===== config.mk =====
export PLATFORM = sky130hd
export DESIGN_NAME = mem_writeback_stage
export DESIGN_NICKNAME = d
export VERILOG_FILES = /design/src/rtl/mem_writeback_stage.sv
export SDC_FILE = /design/constraint.sdc
export NUM_CORES = 1
export LEC_CHECK = 0
export ABC_AREA = 1
export CORE_MARGIN = 10
export CORE_UTILIZATION = 43
export CTS_BUF_LIST = sky130_fd_sc_hd__clkbuf_16
export CTS_CLUSTER_DIAMETER = 120
export DETAILED_ROUTE_END_ITERATION = 10
export GPL_ROUTABILITY_DRIVEN = 0
export GPL_TIMING_DRIVEN = 0
export PLACE_DENSITY = 0.83
export SYNTH_ARGS = -nofsm -noshare
export SYNTH_HDL_FRONTEND = slang
export SYNTH_SLANG_ARGS = --single-unit

===== constraint.sdc =====
create_clock -name clk -period 1.55 [get_ports clk]
set_input_delay 0.31 -clock clk [delete_from_list [all_inputs] [get_ports clk]]
set_output_delay 0.31 -clock clk [all_outputs]
set_load 0.005 [all_outputs]

===== src/rtl/mem_writeback_stage.sv =====
// MEM/WB back end: data-memory access over req/ack and register-file write-back.
// Holds off upstream (in_ready=0) while a memory access is outstanding.
module mem_writeback_stage #(
  parameter int unsigned MEM_TIMEOUT = 15
) (
  input  logic        clk,
  input  logic        reset,
  input  logic        in_valid,
  output logic        in_ready,
  input  logic [31:0] alu_result,
  input  logic [31:0] store_data,
  input  logic [4:0]  dest_reg,
  input  logic        reg_write,
  input  logic        mem_read,
  input  logic        mem_write,
  output logic        mem_req,
  output logic        mem_we,
  output logic [31:0] mem_addr,
  output logic [31:0] mem_wdata,
  input  logic        mem_ack,
  input  logic [31:0] mem_rdata,
  output logic [31:0] WriteData,
  output logic [4:0]  WriteRegister,
  output logic        RegWrite,
  output logic        mem_err
);

  localparam int unsigned DW = 32;
  localparam int unsigned RW = 5;
  localparam int unsigned CW = (MEM_TIMEOUT > 1) ? $clog2(MEM_TIMEOUT) : 1;
  localparam logic [CW-1:0] CNT_LAST = CW'(MEM_TIMEOUT - 1);

  typedef enum logic [1:0] {
    S_IDLE,
    S_ACCESS,
    S_WB
  } state_t;

  state_t        state_q, state_d;
  logic [CW-1:0] cnt_q, cnt_d;
  logic [DW-1:0] addr_q, addr_d;
  logic [DW-1:0] wdata_q, wdata_d;
  logic          we_q, we_d;
  logic [RW-1:0] dest_q, dest_d;
  logic          regw_q, regw_d;
  logic [DW-1:0] wb_data_q, wb_data_d;
  logic [RW-1:0] wb_reg_q, wb_reg_d;
  logic          reg_write_out_q, reg_write_out_d;
  logic          in_ready_q, in_ready_d;
  logic          mem_req_q, mem_req_d;
  logic          mem_err_q, mem_err_d;

  // Next-state, capture and write-back logic
  always_comb begin
    state_d         = state_q;
    cnt_d           = cnt_q;
    addr_d          = addr_q;
    wdata_d         = wdata_q;
    we_d            = we_q;
    dest_d          = dest_q;
    regw_d          = regw_q;
    wb_data_d       = wb_data_q;
    wb_reg_d        = wb_reg_q;
    reg_write_out_d = 1'b0;
    mem_err_d       = 1'b0;

    unique case (state_q)
      S_IDLE, S_WB: begin
        state_d = S_IDLE;
        if (in_valid) begin
          addr_d  = alu_result;
          wdata_d = store_data;
          we_d    = mem_write & ~mem_read;
          dest_d  = dest_reg;
          regw_d  = reg_write;
          if (mem_read | mem_write) begin
            state_d = S_ACCESS;
            cnt_d   = '0;
          end else if (reg_write) begin
            state_d         = S_WB;
            wb_data_d       = alu_result;
            wb_reg_d        = dest_reg;
            reg_write_out_d = (dest_reg != '0);
          end
        end
      end
      S_ACCESS: begin
        if (mem_ack) begin
          cnt_d = '0;
          if (we_q) begin
            state_d = S_IDLE;
          end else begin
            state_d         = S_WB;
            wb_data_d       = mem_rdata;
            wb_reg_d        = dest_q;
            reg_write_out_d = regw_q & (dest_q != '0);
          end
        end else if (cnt_q == CNT_LAST) begin
          state_d   = S_IDLE;
          cnt_d     = '0;
          mem_err_d = 1'b1;
        end else begin
          cnt_d = cnt_q + CW'(1);
        end
      end
      default: begin
        state_d = S_IDLE;
        cnt_d   = '0;
      end
    endcase

    in_ready_d = (state_d != S_ACCESS);
    mem_req_d  = (state_d == S_ACCESS);
  end

  always_ff @(posedge clk or negedge reset) begin
    if (!reset) begin
      state_q         <= S_IDLE;
      cnt_q           <= '0;
      addr_q          <= '0;
      wdata_q         <= '0;
      we_q            <= 1'b0;
      dest_q          <= '0;
      regw_q          <= 1'b0;
      wb_data_q       <= '0;
      wb_reg_q        <= '0;
      reg_write_out_q <= 1'b0;
      in_ready_q      <= 1'b1;
      mem_req_q       <= 1'b0;
      mem_err_q       <= 1'b0;
    end else begin
      state_q         <= state_d;
      cnt_q           <= cnt_d;
      addr_q          <= addr_d;
      wdata_q         <= wdata_d;
      we_q            <= we_d;
      dest_q          <= dest_d;
      regw_q          <= regw_d;
      wb_data_q       <= wb_data_d;
      wb_reg_q        <= wb_reg_d;
      reg_write_out_q <= reg_write_out_d;
      in_ready_q      <= in_ready_d;
      mem_req_q       <= mem_req_d;
      mem_err_q       <= mem_err_d;
    end
  end

  assign in_ready      = in_ready_q;
  assign mem_req       = mem_req_q;
  assign mem_we        = we_q;
  assign mem_addr      = addr_q;
  assign mem_wdata     = wdata_q;
  assign WriteData     = wb_data_q;
  assign WriteRegister = wb_reg_q;
  assign RegWrite      = reg_write_out_q;
  assign mem_err       = mem_err_q;

endmodule


======== Yosys cells after proc, flatten, opt, wreduce, memory -nomap -nowiden ========
Index checks and enable logic that the tools add are counted.
word-level totals
  register bits after elaboration ......... 118
  word-level logic and storage cells ...... 70
cells by class
  reduce and logical (&&, ||, !) cells .... 8
  eq/ne operators ......................... 11
  add/subtract/negate cells ............... 1
  muxes and demuxes ....................... 33
  bitwise gates (word level) .............. 4
operators by type and width
  operator             count
  $mux 32              5
  $pmux 32 s2          1
  $mux 5               5
  $mux 4               4
  $mux 2               6
  $ne 2x2->1 const B   6
  $pmux 5 s2           1
  $reduce_bool 5->1    2
  $mux 1               8
  $pmux 4 s2           1
  $reduce_and 6->1     1
  $add 4x1->4 const B  1
  $eq 2x1->1 const B   2
  $eq 4x4->1 const B   1
  $pmux 2 s2           1
  $reduce_and 2->1     2
  $and 1x1->1          2
  $eq 2x2->1 const B   1
  $logic_not 2->1      1
  $ne 2x1->1 const B   1
  $pmux 1 s2           1
  $reduce_bool 2->1    1
  $reduce_or 2->1      1
  $not 1->1            1
  $or 1x1->1           1

======== Depth between registers and ports, before layout ========
  depth after elaboration ................. 5
  gate-level depth with buffers ........... 8
  mapped depth without buffers ............ 7

======== Worst setup path after synthesis ========
No wires, ideal clock.
  path type ............................... reg2reg
  start ................................... register state_q[0]
  end ..................................... register wb_data_q[10], in the netlist WriteData[10]
  clock period less this slack ............ 1,321 ps
  arrival time ............................ 1,195 ps
  path slack .............................. 229 ps
  setup time .............................. 126 ps
  stages on the path, launching flop included .. 7
  required time ........................... 1,424 ps
  buffers on the path ..................... 2
  path through ............................ dfrtp_1 nor2_2 nand3_1 nand2_2 buf_6 buf_2 a21oi_1
between the ends
  cells in the longest elaborated chain, start to end .. 4
  elaborated cells on any way between the ends .. 12
RTL lines
  element                                                                  RTL line  RTL
  start, declared                                                          39        state_t state_q, state_d;
  start signal, assigned                                                   132       state_q <= state_d;
  $eq 2x2->1 / $logic_not 2->1 (equally long branches)                     67        unique case (state_q)
  $reduce_or 2->1                                                          67
  $ne 2x2->1 (no source line) / $reduce_bool 2->1 (equally long branches)  n/a
  $reduce_and 6->1 (no source line)                                        n/a
  end signal, assigned                                                     139       wb_data_q <= wb_data_d;
  end, declared                                                            46        logic [DW-1:0] wb_data_q, wb_data_d;
Several ways; a longest one is shown, not always the timed one.
A chain may end at the register's enable or synchronous reset.

======== Final worst setup path ========
  start ................................... register state_q[0]
  end ..................................... register wb_data_q[29], in the netlist WriteData[29]
The elaborated chain is that of the path after synthesis.

==> run summary <==
status: completed
Syn Inst Count: 558
antenna viol nets, final: 0
ys async rst share: 1.00
Flop pwr share: 0.395
skew final: 0.00607 ns
IO Port Bufs: 213
GRT Total Usage: 0.203
drt via density: 4.95
Syn Nets: 668
H-tree levels: 4
Core Util, Final: 0.690
Synth Cell Area: 5010 sq um
Overflow after GRT: 0
Compound-Gate Fraction of Synth Area: 0.145
most common cell in the netlist: nand2_1
top-area cell type share of the netlist area: 0.584
core area: 11400 sq um
n_diodes: 0
I/O Pins: 214
RSZ-0062 raised after global routing: yes
register area share after synthesis: 0.590
critical path data arrival time: 1.80 ns
final worst path period share: 0.954
CTS tree: yes
fin area: 7880 sq um
simple-gate portion of the synthesized area: 0.189
CP cell instances: buf_4, nor2_4, nand3_2, nand2_4, buf_8, buf_12, nor2_1, a21oi_1
top post-synthesis cells by area: dfrtp_1 (58%), nand2_1 (13%), o21a_1 (5.2%)
Adder-Cell Fraction of Synth Area: 0.00500
share of layout cells above drive strength 1: 0.104
Fin. Hold Viols: 0
placed inst area: 7350 sq um
Die ar.: 16400 sq um
clock share of power: 0.295
Final Setup Violations: 0
total CTS buffers: 17
Top FF cell, synth: dfrtp_1
most frequent cells after synthesis: nand2_1 (179), dfrtp_1 (117), inv_1 (47), o21ai_0 (47), o21a_1 (35)
die width: 128 um
xor/xnor share of the synthesized area: 0.00175
Sink Count: 118
drt drc: 0
Slew headroom: 0.660
max cap viols: 0
Worst-path clk slew: 0.05 ns
Worst Path Max Fanout: 10
vias: 4712
Layout Nets: 909
Layout area overhead: 57.2%
largest net degree at the start of global routing: 82
shortest period the worst path allows: 1.48 ns
vias in the first global route: 4996
drt first pass iters: 5
DR iter-0 viols: 310
clock buffer depth: 2
Post-synth EDFFs: 0
DP HPWL: 12.2 mm
CP Capture Type: flop
switching share of power: 0.306
slowest CP cell: dfrtp_1
Yosys cell types: 22
first-pass GRT wire length: 26.4 mm
largest family of logic cells by synthesized area: simple AND/OR/NAND/NOR gates
CP startpoint kind: flop
drt total wl: 16.5 mm
Lkg Pwr: 0.00389 uW
antenna violations before repair: 0
Int Power: 7920 uW
Yosys reg bits: 118
# rows: 39
Avg WL per Cell: 17.3 um
Mapped Avg Cell Area: 8.98 sq um
crit path kind: flop to flop
Initial Util: 0.439
Crit path required time: 1.88 ns
clk_lat worst skew: 0.41 ns
Comb power frac: 0.310
Hold Path Class: input port to asynchronous set/reset pin
total number of yosys warnings: 0
max-slew violations: 0
Net Sw Power: 3490 uW
Peak VDD IR: 0.000948 V
fmax: 677 MHz
PD cells: 1450 nW/um^2
Die H: 128 um
Root Buffer: clkbuf_16
multiplexer share of the synthesized area: 0
crit-path max cell delay: 0.41 ns
worst slew pin tran: 0.510 ns
Synth area leader: dfrtp_1
## registers in the layout, indices dropped and copies added (netlist names), 2 cells and up
name / flops
state_q: 2
mem_wdata: 32
dest_q: 5
mem_addr: 32
WriteData: 32
cnt_q: 4
WriteRegister: 5
## final cells by class
type | instances | area [sq um]
buffer | 31 | 229
clock buffer | 17 | 425
clock inverter | 12 | 76.3
fill | 898 | 3540
inverter | 48 | 180
multi-input combinational | 361 | 1730
sequential | 118 | 2950
tap | 143 | 179
timing repair buffer | 222 | 2110
## power groups by stage
stage	Combinational [uW]	Clock, uW	Sequential (uW)
2_1_floorplan	1370	0	4600
3_3_place_gp	3970	0	4520
3_5_place_dp	4070	0	4570
4_1_cts	3560	3430	4500
5_1_grt	3960	3570	4630
6_report	3540	3370	4510
## per-layer routing
metal / routed length (um) / vias up / global-route usage
li1: - / 2243 / -
met1: 6440 / 2252 / 0.228
met2: 8030 / 183 / 0.331
met3: 1510 / 34 / 0.0835
met4: 474 / 0 / 0.0907
met5: 0 / - / 0
## repair_timing
| action | in CTS | in global routing |
|---|---|---|
| hold endpoints to repair | 37 | 0 |
| hold buffers | 1 | 0 |
| pin swaps | 2 | 1 |
| gates resized for setup | 112 | 31 |
| endpoints found under the setup margin | 204 | 69 |
| setup buffers | 5 | 1 |
| cloned | 0 | 1 |
## per-stage QoR
stage               instances  setup WS [ns]  hold WS (ns)  power, uW  TNS (ns)
finish                    952         0.0718         0.372      11400         0
global route              952        -0.0352         0.399      12100   -0.0538
CTS                       950        0.00659         0.378      11500         0
detailed placement        915         -0.574         0.238       8630    -48.81
global placement          914          -4.22         0.454       8500   -542.20
floorplan                 558          0.229        0.0144       5970         0
## layout by cell type (no fill, tap or decap), types with 2 or more instances in the layout
| cell | instances |
|---|---|
| nand2_1 | 179 |
| dfrtp_1 | 117 |
| clkdlybuf4s50_1 | 106 |
| dlygate4sd2_1 | 106 |
| inv_1 | 51 |
| o21ai_0 | 45 |
| o21a_1 | 35 |
| nor2_1 | 33 |
| a21oi_1 | 28 |
| clkbuf_16 | 18 |
| buf_4 | 13 |
| nor2_2 | 10 |
| a21oi_2 | 10 |
| buf_2 | 9 |
| nand3_1 | 8 |
| buf_6 | 4 |
| clkbuf_1 | 4 |
| clkbuf_2 | 4 |
| clkinv_2 | 4 |
| clkinv_1 | 3 |
| nor2_4 | 2 |
| nor3_1 | 2 |
| buf_12 | 2 |
| o21ai_1 | 2 |
| ha_1 | 2 |
## worst max-delay path: cells and delay by family, from the launching register on
| family | cells | cell delay (ns) |
|---|---|---|
| AO/OA/AOI/OAI | 1 | 0.12 |
| buffers and inverters | 3 | 0.43 |
| flip-flops | 1 | 0.41 |
| AND/OR/NAND/NOR | 4 | 0.43 |
## path summary, 6_finish.rpt
| path | from | to | slack, ns | cells past startpoint |
|---|---|---|---|---|
| setup / recovery | state_q[0] | WriteData[29] | 0.07 | 8 |
| hold / removal | reset | mem_wdata[0] | 0.37 | 2 |
| setup reg to reg | state_q[0] | WriteData[29] | 0.07 | 8 |
| hold reg to reg | mem_wdata[24] | mem_wdata[24] | 0.46 | 2 |
| max in group asynchronous | reset | in_ready | 0.44 | 3 |
| min in group clk | store_data[8] | mem_wdata[8] | 0.45 | 3 |
## cell families after synthesis
group           after synthesis
simple gates                238
compound gates              120
flops                       118
buf+inv                      79
fa+ha+maj                     2
xor+xnor                      1
Power figures use the tool's default switching activity.
